==> config.mk <==
export PLATFORM = sky130hd
export DESIGN_NAME = uart_cmd_parser
export DESIGN_NICKNAME = d
export VERILOG_FILES = /design/src/rtl/uart_cmd_pkg.sv /design/src/rtl/uart_cmd_parser.sv
export SDC_FILE = /design/constraint.sdc
export NUM_CORES = 1
export LEC_CHECK = 0
export BUFFER_PORTS_ARGS = -buffer_cell sky130_fd_sc_hd__buf_2
export CAP_MARGIN = 30
export CORE_ASPECT_RATIO = 0.7
export CORE_MARGIN = 2
export CORE_UTILIZATION = 42
export DETAILED_ROUTE_END_ITERATION = 10
export GPL_ROUTABILITY_DRIVEN = 0
export GPL_TIMING_DRIVEN = 0
export PLACE_DENSITY = 0.64
export SLEW_MARGIN = 20
export SYNTH_ARGS = -nofsm -noshare
export SYNTH_HDL_FRONTEND = slang
export SYNTH_SLANG_ARGS = --single-unit
==> constraint.sdc <==
create_clock -name iclk -period 4.7 [get_ports iclk]
set_clock_uncertainty 0.05 [all_clocks]
set_input_delay 0.235 -clock iclk [delete_from_list [all_inputs] [get_ports iclk]]
set_output_delay 0.235 -clock iclk [all_outputs]
set_load 0.01 [all_outputs]
==> src/rtl/uart_cmd_pkg.sv <==
// Shared definitions for the UART command-frame parser:
// default header byte, FSM state encoding and error codes.
package uart_cmd_pkg;

  localparam logic [7:0] DEFAULT_HEADER = 8'hA5;

  typedef enum logic [2:0] {
    ST_IDLE = 3'd0,
    ST_ADDR = 3'd1,
    ST_DHI  = 3'd2,
    ST_DLO  = 3'd3,
    ST_CSUM = 3'd4
  } state_t;

  localparam logic [1:0] ERR_CSUM    = 2'b01;
  localparam logic [1:0] ERR_TIMEOUT = 2'b10;

endpackage

==> src/rtl/uart_cmd_parser.sv <==
// Parses HEADER/ADDR/DHI/DLO/CSUM frames from a UART byte stream into register writes.
// Write or error strobe one cycle after the CSUM byte; no backpressure, one byte per rx_done_i.
module uart_cmd_parser
  import uart_cmd_pkg::*;
#(
  parameter logic [7:0]  HEADER      = DEFAULT_HEADER,
  parameter logic [20:0] TIMEOUT_CYC = 21'd208320
) (
  input  logic        iclk,
  input  logic        irst_n,
  input  logic [7:0]  rx_data_i,
  input  logic        rx_done_i,
  output logic        reg_wr_en_o,
  output logic [7:0]  reg_addr_o,
  output logic [15:0] reg_wr_data_o,
  output logic        frame_err_o,
  output logic [1:0]  err_code_o,
  output logic        busy_o,
  output logic [7:0]  frame_cnt_o
);

  state_t      state;
  logic [7:0]  csum;
  logic [7:0]  addr_q;
  logic [7:0]  dhi_q;
  logic [7:0]  dlo_q;
  logic [20:0] tmo_cnt;

  always_ff @(posedge iclk or negedge irst_n) begin
    if (!irst_n) begin
      state         <= ST_IDLE;
      csum          <= 8'h00;
      addr_q        <= 8'h00;
      dhi_q         <= 8'h00;
      dlo_q         <= 8'h00;
      tmo_cnt       <= 21'd0;
      reg_wr_en_o   <= 1'b0;
      reg_addr_o    <= 8'h00;
      reg_wr_data_o <= 16'h0000;
      frame_err_o   <= 1'b0;
      err_code_o    <= 2'b00;
      frame_cnt_o   <= 8'h00;
    end else begin
      reg_wr_en_o <= 1'b0;
      frame_err_o <= 1'b0;
      if (state == ST_IDLE) begin
        tmo_cnt <= 21'd0;
        csum    <= 8'h00;
        if (rx_done_i && (rx_data_i == HEADER)) state <= ST_ADDR;
      end else if (rx_done_i) begin
        // An arriving byte always beats a coincident timeout expiry.
        tmo_cnt <= 21'd0;
        case (state)
          ST_ADDR: begin
            addr_q <= rx_data_i;
            csum   <= rx_data_i;
            state  <= ST_DHI;
          end
          ST_DHI: begin
            dhi_q <= rx_data_i;
            csum  <= csum + rx_data_i;
            state <= ST_DLO;
          end
          ST_DLO: begin
            dlo_q <= rx_data_i;
            csum  <= csum + rx_data_i;
            state <= ST_CSUM;
          end
          ST_CSUM: begin
            state <= ST_IDLE;
            if (rx_data_i == csum) begin
              reg_wr_en_o   <= 1'b1;
              reg_addr_o    <= addr_q;
              reg_wr_data_o <= {dhi_q, dlo_q};
              frame_cnt_o   <= frame_cnt_o + 8'd1;
            end else begin
              frame_err_o <= 1'b1;
              err_code_o  <= ERR_CSUM;
            end
          end
          default: state <= ST_IDLE;
        endcase
      end else if (tmo_cnt == TIMEOUT_CYC - 21'd1) begin
        state       <= ST_IDLE;
        tmo_cnt     <= 21'd0;
        frame_err_o <= 1'b1;
        err_code_o  <= ERR_TIMEOUT;
      end else begin
        tmo_cnt <= tmo_cnt + 21'd1;
      end
    end
  end

  assign busy_o = (state != ST_IDLE);

endmodule

==> flow_results.org <==
** Setup path
- Critical path peak fanout :: 10
- Worst Path Class, Setup :: reg -> reg
- At the worst endpoint, the arrival time is between 2 and 3 ns.
- STA classifies the critical path startpoint as a flip-flop.
- Required time reported for the critical path endpoint :: 4.93 ns
- CP Capture Type :: flip-flop

** Layout
- Diodes inserted :: 0
- Signed area change from the synthesized netlist to the final layout :: 17.9%
- For this run, the share of the core covered by cells in the final layout is 0.513.
- Once layout is complete, the cells apart from fillers number 610.
- Final net count :: 498
- Layout filler cell count :: between 800 and 900
- Of the cells placed in the final design, the portion with a size suffix greater than 1 is 0.218.
- Fin area :: 0.00503 mm2

** Floorplan
- For this configuration, the core starts out at a cell density of 0.436.
- After floorplanning, the core was divided into 30 placement rows.
- Measured along the y axis, the die boundary spans 88.3 um.
- 48 I/O pins were placed.
- Floorplan Core Area :: 0.00980 mm2
- The floorplan step defined a die boundary enclosing 0.0110 mm2.
- Width of the die :: approximately 120 um

** Route
- Number of DRC markers after the initial detailed-route iteration :: slightly below 200
- After detailed routing, the average wire length per cell comes to 15.1 um.
- Signal routing reaches up to met4.
- Met2 wirelength from detailed routing :: between 3000 and 4000 um
- Detailed-routing iteration count for the pre-antenna-repair pass :: 5
- After detailed routing, the number of remaining DRC violations is 0.
- After detailed routing, the total wire length is 9230 um.
- In this run the remaining antenna-violating nets after routing total 0.
- After detailed routing, the wire length on met1 is approximately 4700 um.
- Via count of the routed design :: 3,115
- After detailed routing, the number of vias per cell comes to 5.11.
- In the detailed route, the total length drawn on met3 is ~600 um.

** CTS
- Setup Buffers After CTS :: 0
- TritonCTS buffer count :: 9
- Clock tree from TritonCTS :: built
- Clock edge transition at the registers on the reported setup and hold paths :: around 0.07 ns
- CTS placed an instance of clkbuf_16 at the clock tree root.
- For the worst-skew pair, the clock arrives at the later sink with an insertion delay of ~0.34 ns.
- Clock Sinks :: 92
- The clock passes through at most 2 buffers.
- The H-tree was split into 3 levels.

** Logic synthesis
- Per-instance average area after synthesis :: roughly 10 um2
- After synthesis, the share of flip-flops with an asynchronous set or reset is 1.00.
- The synthesized design contains 0 enable-type register cells.
- Yosys instantiated no cell more often than nand2_1.
- Of the post-synthesis cell area, the dominant cell type holds 0.539.
- Post-synthesis simple-gate area fraction :: 0.206
- Dominant combinational cell family by area after synthesis :: simple AND/OR/NAND/NOR gates
- Mapped Nets :: 440
- Unique cell type count in the Yosys netlist :: 50
- Of the synthesized area, sequential elements account for 0.539.
- Yosys attributes the largest share of cell area to dfrtp_1 54%, nand2_1 8.4%, mux2_2 6.1%.
- Cell accounting for the most synthesized area :: dfrtp_1
- Portion of netlist area occupied by mux cells :: 0.0677
- The share of the synthesized area in compound gates (AO/OA/AOI/OAI) came to 0.0604.
- Top cells by count, synth :: 96 x nand2_1, 92 x dfrtp_1, 31 x nor2_1
- Counting every instance in the synthesized netlist gives 419.
- The synthesized design contains 92 register bits.
- In the synthesized netlist the dominant register cell turns out to be dfrtp_1.
- Count of warnings emitted by yosys :: 0
- Xor/xnor cell area share of the yosys netlist :: 0.0657
- Post-synthesis instance area :: ~0.0043 mm2
- Of the total synthesized cell area, the portion taken by full adders, half adders and majority gates is 0.0311.

** STA
- Setup TNS :: 0 ns
- Unrepaired setup endpoints after global routing :: false
- Transition at the pin with the smallest max-transition slack :: roughly 0.76 ns
- Maximum clock frequency :: slightly below 400 MHz
- Number of setup violations in the final report :: 0
- Shortest period the worst path allows :: 2.56 ns
- Portion of the clock cycle consumed by the worst path in the final layout :: 0.544
- Worst hold slack across all endpoints :: around 0.19 ns
- Fin. max-slew vios :: 0
- Worst relative slew slack :: 0.490
- Hold Vio Cnt, Final :: 0

** GRT
- The first global-routing pass estimated approximately 15,000 um of wire.
- In the global route stage, overall resource usage came out at 0.178.
- The initial antenna violation count came to 0.
- The via count of the first global-routing pass is 3,049.
- Global routing finished with a remaining overflow of 0.
- Entering global routing, the biggest net connects 48 pins.

** Place
- In this run the tool buffered the top-level ports with 45 buffer cells.
- Post-placement cell area :: 0.00469 mm2
- Placed cell count :: 593
- Placed wire-length estimate after detailed placement :: 6500 um

** Pwr
- Static leakage :: 2.49 nW
- Power density cells :: approximately 480 mW/mm2
- Across the VDD grid, the largest voltage drop is around 0.26 mV.

** Run
- The tool flagged a number of max-cap violations equal to 0.

** Outcome
- The flow ran to the end, and the final reports show no timing, DRC or antenna violations.

** Hold path
- The worst hold path belongs to the class in -> reg.
## final timing paths
check	endpoint	slack [ns]	startpoint	cells past startpoint
setup reg to reg	reg_wr_data_o[15]$_DFFE_PN0P_	2.14	csum[6]$_DFFE_PN0P_	8
setup / recovery	reg_wr_data_o[15]$_DFFE_PN0P_	2.14	csum[6]$_DFFE_PN0P_	8
hold / removal	dlo_q[4]$_DFFE_PN0P_	0.19	rx_data_i[4]	2
max in group asynchronous	reg_wr_data_o[15]$_DFFE_PN0P_	3.68	irst_n	3
min in group asynchronous	frame_cnt_o[0]$_DFFE_PN0P_	0.33	irst_n	2
hold reg to reg	reg_addr_o[1]$_DFFE_PN0P_	0.41	addr_q[1]$_DFFE_PN0P_	2
## placed cells by master, fill, tap and decap left out, types with 3 or more instances in the layout
master     instances
nor2_1            31
xnor2_1           20
buf_2             54
nand4_1            5
nor2b_1            3
xor2_1            12
clkbuf_1           5
nor3_1             6
dfrtp_1           92
o21ai_0           16
nand3_1           13
and3_1             5
clkbuf_16          9
nand2_1           96
mux2i_1            3
mux2_2            23
ha_1               9
a21oi_1            5
inv_1             14
nor4_1             6
o22ai_1            4
o21a_1             4
## logic make-up (layout without fill, tap and decap cells)
family / count (synthesis) / count (layout)
fa+ha+maj: 10 / 10
simple gates: 187 / 187
flops: 92 / 92
xor+xnor: 32 / 32
compound gates: 42 / 42
mux: 26 / 26
buf+inv: 30 / 93
## per-layer routing
| metal | GRT usage | vias up |
|---|---|---|
| met5 | 0 | - |
| met4 | 0.0409 | 0 |
| met3 | 0.0611 | 6 |
| met2 | 0.259 | 71 |
| met1 | 0.257 | 1511 |
| li1 | - | 1527 |
## cell type report
class | instances | area, um2 | area share
sequential | 92 | 2300 | 0.458
multi-input combinational | 297 | 1840 | 0.366
timing repair buffer | 47 | 269 | 0.0535
clock buffer | 9 | 225 | 0.0448
tap | 128 | 160 | 0.0318
clock inverter | 7 | 108 | 0.0214
buffer | 15 | 68.8 | 0.0137
inverter | 15 | 56.3 | 0.0112
## report_power, final
part / internal [mW] / leakage [nW] / switching [mW] / total (mW)
logic: 0.268 / 1.12 / 0.324 / 0.592
clock network: 0.476 / 0.160 / 0.332 / 0.808
registers: 0.940 / 1.21 / 0.0850 / 1.02
total: 1.68 / 2.49 / 0.741 / 2.43
## sequential cells by signal (all words and copies together) (netlist names)
register	cells
reg_wr_en_o	1
frame_cnt_o	8
addr_q	8
dhi_q	8
reg_addr_o	8
reg_wr_data_o	16
dlo_q	8
tmo_cnt	21
state	3
err_code_o	2
csum	8
frame_err_o	1
## metrics by stage
| stage | worst slack, ns | total power, mW |
|---|---|---|
| after floorplan | 2.78 | 1.46 |
| after global placement | 2.11 | 1.60 |
| after detailed placement | 2.14 | 1.63 |
| after CTS | 2.18 | 2.44 |
| after global routing | 2.02 | 2.57 |
| final | 2.14 | 2.43 |
## critical path, stage by stage, from the launching register on
cell	delay [ns]
dfrtp_1	0.39
ha_1	0.34
nor4_1	0.42
and3_1	0.25
nand4_1	0.31
clkinv_1	0.30
buf_2	0.29
nand2_1	0.08
nand2_1	0.06
## timing repair
action | in CTS | in global routing
gates resized for setup | 0 | 0
hold buffers | 1 | 0
hold endpoints to repair | 45 | 0
(Power assumes the default switching activity.)
